## src/rtl/booth_pkg.sv

```systemverilog
// Shared package for the Booth multiplier / divider arithmetic library.
// Holds the sequencer state encoding, the default operand width and a
// two's-complement absolute-value helper.
package booth_pkg;

    localparam int DEFAULT_WIDTH = 4;

    typedef enum logic [1:0] {
        IDLE = 2'd0,
        RUN  = 2'd1,
        FIX  = 2'd2
    } state_e;

    // Absolute value of a sign-extended operand. Callers truncate the result
    // to their own width; the magnitude of MIN lands exactly in WIDTH bits.
    function automatic logic [63:0] abs_val(input logic [63:0] v);
        return v[63] ? (~v + 64'd1) : v;
    endfunction

endpackage

```

## src/rtl/booth_div_step.sv

```systemverilog
// One restoring-division iteration: shift in the next dividend bit,
// trial-subtract the divisor magnitude, keep or restore, emit a quotient bit.
module booth_div_step #(
    parameter int WIDTH = 4
) (
    input  logic [WIDTH:0]   prem_i,
    input  logic             bit_i,
    input  logic [WIDTH-1:0] dmag_i,
    output logic [WIDTH:0]   prem_o,
    output logic             qbit_o
);

    logic [WIDTH+1:0] shifted;
    logic [WIDTH+1:0] diff;

    // Trial subtraction; a clear sign bit means the divisor fits.
    always_comb begin
        // NOTE: every combinational output is given a value on every path so no latch is inferred.
        shifted = {prem_i, bit_i};
        diff    = shifted - {2'b00, dmag_i};
        qbit_o  = ~diff[WIDTH+1];
        prem_o  = diff[WIDTH+1] ? shifted[WIDTH:0] : diff[WIDTH:0];
    end

endmodule

```

## src/rtl/booth_divider.sv

```systemverilog
// Sequential signed divider: restoring division on magnitudes, one quotient
// bit per clock, then a sign-correction cycle. Shares the start/done
// handshake of the Booth multiplier.
// Optional feature: define BOOTH_DIV_OVF_EN to add the overflow port and
// saturate MIN / -1 to MAX instead of wrapping.
module booth_divider
    import booth_pkg::*;
#(
    parameter int WIDTH = DEFAULT_WIDTH
) (
    input  logic             clk,
    input  logic             rst,
    input  logic             start,
    input  logic [WIDTH-1:0] dividend,
    input  logic [WIDTH-1:0] divisor,
    output logic             busy,
    output logic             done,
    output logic [WIDTH-1:0] quotient,
    output logic [WIDTH-1:0] remainder,
`ifdef BOOTH_DIV_OVF_EN
    output logic             overflow,
`endif
    output logic             div_by_zero
);

    localparam int CW = $clog2(WIDTH);

    state_e           state_q;
    logic [CW-1:0]    cnt_q;
    logic [WIDTH-1:0] dividend_q;
    logic [WIDTH-1:0] a_mag_q;
    logic [WIDTH-1:0] b_mag_q;
    logic [WIDTH:0]   prem_q;
    logic [WIDTH-1:0] quot_q;
    logic             q_neg_q;
    logic             r_neg_q;
    logic             div0_q;
    logic             busy_q;
    logic             done_q;
    logic [WIDTH-1:0] quotient_q;
    logic [WIDTH-1:0] remainder_q;
    logic             div_by_zero_q;
`ifdef BOOTH_DIV_OVF_EN
    logic             ovf_case_q;
    logic             overflow_q;
`endif

    logic [WIDTH:0]   prem_d;
    logic             qbit_d;

    booth_div_step #(.WIDTH(WIDTH)) u_step (
        .prem_i (prem_q),
        .bit_i  (a_mag_q[WIDTH-1]),
        .dmag_i (b_mag_q),
        .prem_o (prem_d),
        .qbit_o (qbit_d)
    );

    // Sequencer and datapath: capture in IDLE, iterate in RUN, sign-correct in FIX.
    always_ff @(posedge clk or posedge rst) begin
        if (rst) begin
            state_q       <= IDLE;
            cnt_q         <= '0;
            dividend_q    <= '0;
            a_mag_q       <= '0;
            b_mag_q       <= '0;
            prem_q        <= '0;
            quot_q        <= '0;
            q_neg_q       <= 1'b0;
            r_neg_q       <= 1'b0;
            div0_q        <= 1'b0;
            busy_q        <= 1'b0;
            done_q        <= 1'b0;
            quotient_q    <= '0;
            remainder_q   <= '0;
            div_by_zero_q <= 1'b0;
`ifdef BOOTH_DIV_OVF_EN
            ovf_case_q    <= 1'b0;
            overflow_q    <= 1'b0;
`endif
        end else begin
            // NOTE: state registers use non-blocking assignments so every branch sees pre-edge values.
            done_q <= 1'b0;
            case (state_q)
                IDLE: begin
                    if (start) begin
                        dividend_q    <= dividend;
                        a_mag_q       <= WIDTH'(abs_val(64'($signed(dividend))));
                        b_mag_q       <= WIDTH'(abs_val(64'($signed(divisor))));
                        prem_q        <= '0;
                        quot_q        <= '0;
                        q_neg_q       <= dividend[WIDTH-1] ^ divisor[WIDTH-1];
                        r_neg_q       <= dividend[WIDTH-1];
                        div0_q        <= (divisor == '0);
                        busy_q        <= 1'b1;
                        div_by_zero_q <= 1'b0;
                        cnt_q         <= CW'(WIDTH - 1);
`ifdef BOOTH_DIV_OVF_EN
                        ovf_case_q    <= (dividend == {1'b1, {(WIDTH-1){1'b0}}}) &&
                                         (divisor == '1);
                        overflow_q    <= 1'b0;
`endif
                        state_q       <= (divisor == '0) ? FIX : RUN;
                    end
                end
                RUN: begin
                    prem_q  <= prem_d;
                    quot_q  <= {quot_q[WIDTH-2:0], qbit_d};
                    a_mag_q <= a_mag_q << 1;
                    cnt_q   <= cnt_q - 1'b1;
                    if (cnt_q == '0) begin
                        state_q <= FIX;
                    end
                end
                FIX: begin
                    if (div0_q) begin
                        quotient_q    <= '1;
                        remainder_q   <= dividend_q;
                        div_by_zero_q <= 1'b1;
                    end else begin
                        quotient_q  <= q_neg_q ? -quot_q : quot_q;
                        remainder_q <= r_neg_q ? -prem_q[WIDTH-1:0] : prem_q[WIDTH-1:0];
`ifdef BOOTH_DIV_OVF_EN
                        if (ovf_case_q) begin
                            quotient_q  <= {1'b0, {(WIDTH-1){1'b1}}};
                            remainder_q <= '0;
                            overflow_q  <= 1'b1;
                        end
`endif
                    end
                    busy_q  <= 1'b0;
                    done_q  <= 1'b1;
                    state_q <= IDLE;
                end
                default: state_q <= IDLE;
            endcase
        end
    end

    assign busy        = busy_q;
    assign done        = done_q;
    assign quotient    = quotient_q;
    assign remainder   = remainder_q;
    assign div_by_zero = div_by_zero_q;
`ifdef BOOTH_DIV_OVF_EN
    assign overflow    = overflow_q;
`endif

endmodule

```

## config.mk

```make
export PLATFORM = sky130hd
export DESIGN_NAME = booth_divider
export DESIGN_NICKNAME = d
export VERILOG_FILES = /design/src/rtl/booth_pkg.sv /design/src/rtl/booth_div_step.sv /design/src/rtl/booth_divider.sv
export SDC_FILE = /design/constraint.sdc
export NUM_CORES = 1
export LEC_CHECK = 0
export ABC_AREA = 1
export CAP_MARGIN = 20
export CORE_ASPECT_RATIO = 1.5
export CORE_MARGIN = 2
export CORE_UTILIZATION = 55
export CTS_BUF_LIST = sky130_fd_sc_hd__clkbuf_8 sky130_fd_sc_hd__clkbuf_16
export DETAILED_ROUTE_END_ITERATION = 16
export PLACE_DENSITY = 0.78
export SETUP_SLACK_MARGIN = 0.1
export SLEW_MARGIN = 10
export SYNTH_ARGS = -nofsm -noshare
export SYNTH_HDL_FRONTEND = slang
export SYNTH_SLANG_ARGS = --single-unit
```

## constraint.sdc

```tcl
create_clock -name clk -period 2.2 [get_ports clk]
set_input_delay 0.44 -clock clk [delete_from_list [all_inputs] [get_ports clk]]
set_output_delay 0.44 -clock clk [all_outputs]
set_load 0.01 [all_outputs]
```

==> results.toml <==
[grt]
grt_pass1_vias = 1584
grt_pass1_wl_um = 7100
track_usage_pct = 23.5
grt_overflow_total = 0
antenna_found_initial = 0
grt_max_degree = 39

[die]
die-area_um2 = 4080
floorplan.initialDensity_pct = 57.6
die_h_um = 77.3
rows = 26
coreArea_um2 = 3420
fp.dieW_um = 52.8
top_level_ports = 22

[clock_network]
cts_tree = "built"
cts_setup_buffers = 0
clockRootBuffer = "clkbuf_8"
cts-resized-gates = 0
hold_buffers = 0
clk_pin_slew_ns = 0.07
clock_latency_ns = 0.29
cts.sink_count = 38
cts_made_buffers = 5
htreeDepth = 2
clockBufferDepth = 2

[sta]
clock_skew_ns = 0.00648
slew_viol_final = 0
fin_setup_tns_ns = 0
rsz0062_at_grt = "no"
clock.fmax_mhz = 579
post-route-min-period_ns = 1.73
setup_viol = 0
whs_ns = 0.476
relSlewSlack_pct = 67.9
worst_pin_slew_ns = 0.481
setup_ws_ns = 0.473
final_hold_viol_count = 0
min_period_over_period_pct = 78.5

[pwr]
internal_power_mw = 1.97
p_comb_share_pct = 52.1
ir_drop_uv = 919
power_frac_clock_pct = 12.9
p_sw_mw = 1.51
switching_share_pct = 43.4
total_power_mw = 3.48
p_per_area_nw_per_um2 = 1510
p_seq_share_pct = 35.0
p_leak_nw = 1.16

[placement]
gp_congestion = 0.844
portBuffers = 21
dpl_cell_area_um2 = 2230
pre_cts_ws_ns = 0.466
hpwl_um = 2940
dp_cells = 297

[finish]
register_area_um2 = 951
nNetsFinal = 283
n_antenna_cell = 0
final_cell_mix = "nand2_1 (55), dfrtp_1 (38), inv_1 (32)"
fin_cells = 304
nFillCells = 290
multi_input_area_um2 = 861
final_core_util_pct = 67.5
layout_commonest_cell = "nand2_1"
area_delta_synth_final_pct = 17.2
design_area_um2 = 2310
layout-drive-gt1-share_pct = 7.63

[route]
dr.pass1.iters = 4
ant_nets = 0
drt-wirelength-per-cell_um = 13.2
drt_iter0_drc = 60
routed_via_density = 5.42
vias = 1648
wirelength_um = 4000
drc = 0

[yosys]
synth_warnings = 0
synthCells = 235
synth_top_area_share_pct = 48.3
synth_top_cell_by_area = "dfrtp_1"
synth_nets = 256
synth_compound_area_share_pct = 10.9
synth-seq-cells = 38
netlist-cell-type-count = 28
synth.area.top_cells = "dfrtp_1 (48%), nand2_1 (10%), nand3_1 (6.1%), inv_1 (6.1%), ha_1 (5.7%)"
syn_area_um2 = 1970
synth_top_family_by_area = "simple AND/OR/NAND/NOR gates"
synthAdderAreaFrac_pct = 6.74
synth_xor_area_share_pct = 2.67
ys_seq_area_share_pct = 48.3
muxShareOfSynthArea_pct = 0
yosys.area_share.simple_pct = 23.4
syn_avg_cell_area_um2 = 8.38

[worst_setup_path]
arrival_ns = 1.91
timing_worst_setup_path_type = "register to register"
cp_data_required_time_ns = 2.39
critPathMaxFanout = 2
endpoint_kind = "register"
startpoint_type = "register"

[run_status]
status = "completed"

[worst_hold_path]
holdCritPathClass = "register to register"

[run]
drv_cap = 0
-- final timing paths --
kind	cells after the start	slack, ns	to	start
setup / recovery	9	0.47	prem_q[4]$_DFFE_PP0P_	b_mag_q[0]$_DFFE_PP0P_
max in group asynchronous	3	1.31	quot_q[3]$_DFFE_PP0P_	rst
setup reg to reg	9	0.47	prem_q[4]$_DFFE_PP0P_	b_mag_q[0]$_DFFE_PP0P_
hold / removal	2	0.48	busy$_DFFE_PP0P_	busy$_DFFE_PP0P_
hold reg to reg	2	0.48	busy$_DFFE_PP0P_	busy$_DFFE_PP0P_
min in group asynchronous	3	0.55	prem_q[3]$_DFFE_PP0P_	rst
-- layer usage --
layer  vias up  track usage [%]  routed length (um)
met2        56             38.3                2020
met1       770             29.1                1690
met4         0             10.8                  93
li1        812                -                   -
met5         -                0                   0
met3        10             4.67                 198
-- cell type report --
type	instances	share of cell area (%)
multi-input cells	157	37.3
repair buffers	23	9.76
flip-flops and latches	38	41.2
clock inverters	2	0.434
clock buffers	5	2.98
inverters	37	6.02
well taps	42	2.28
-- cells by family (layout without fill, tap and decap cells) --
family | count (synthesis) | count (layout)
fa+ha+maj | 10 | 10
buf+inv | 40 | 67
simple gates | 105 | 105
flops | 38 | 38
xor+xnor | 6 | 6
compound gates | 36 | 36
-- critical path, cell delays in order (launching register included) --
cell and delay [ns]:
dfrtp_1 0.39, ha_1 0.23, fa_1 0.39, nand3b_1 0.19, nand2_1 0.08, nand2_1 0.06
nand2_1 0.06, nand3_1 0.07, nand3_1 0.10, nand2_1 0.05
-- registers in the layout (all words and copies together) (netlist names) --
| register | flops |
|---|---|
| busy | 1 |
| quot_q | 4 |
| cnt_q | 2 |
| div_by_zero | 1 |
| b_mag_q | 4 |
| dividend_q | 4 |
| a_mag_q | 4 |
| state_q | 2 |
| q_neg_q | 1 |
| div0_q | 1 |
| done | 1 |
| remainder | 4 |
| prem_q | 5 |
| quotient | 4 |
-- synthesized netlist by cell type, drive strengths merged --
master  instances
o21ai          16
a21oi           8
buf             3
ha              9
nand3          24
nand2          55
xor2            5
inv            37
o31ai           1
nor2           22
dfrtp          38
a22oi           2
a211oi          1
fa              1
nand3b          2
nor3            1
o211ai          1
o22ai           4
o221ai          1
nand4           1
a31oi           2
xnor2           1
-- power by group through the flow --
stage,clock network [mW],logic [mW],registers [mW]
after global routing,0.497,2.09,1.25
after floorplan,0,1.30,1.22
after detailed placement,0,1.81,1.23
after CTS,0.455,1.82,1.22
final,0.448,1.81,1.22
after global placement,0,1.76,1.22
Note: power is estimated with default switching activity, not from simulation.
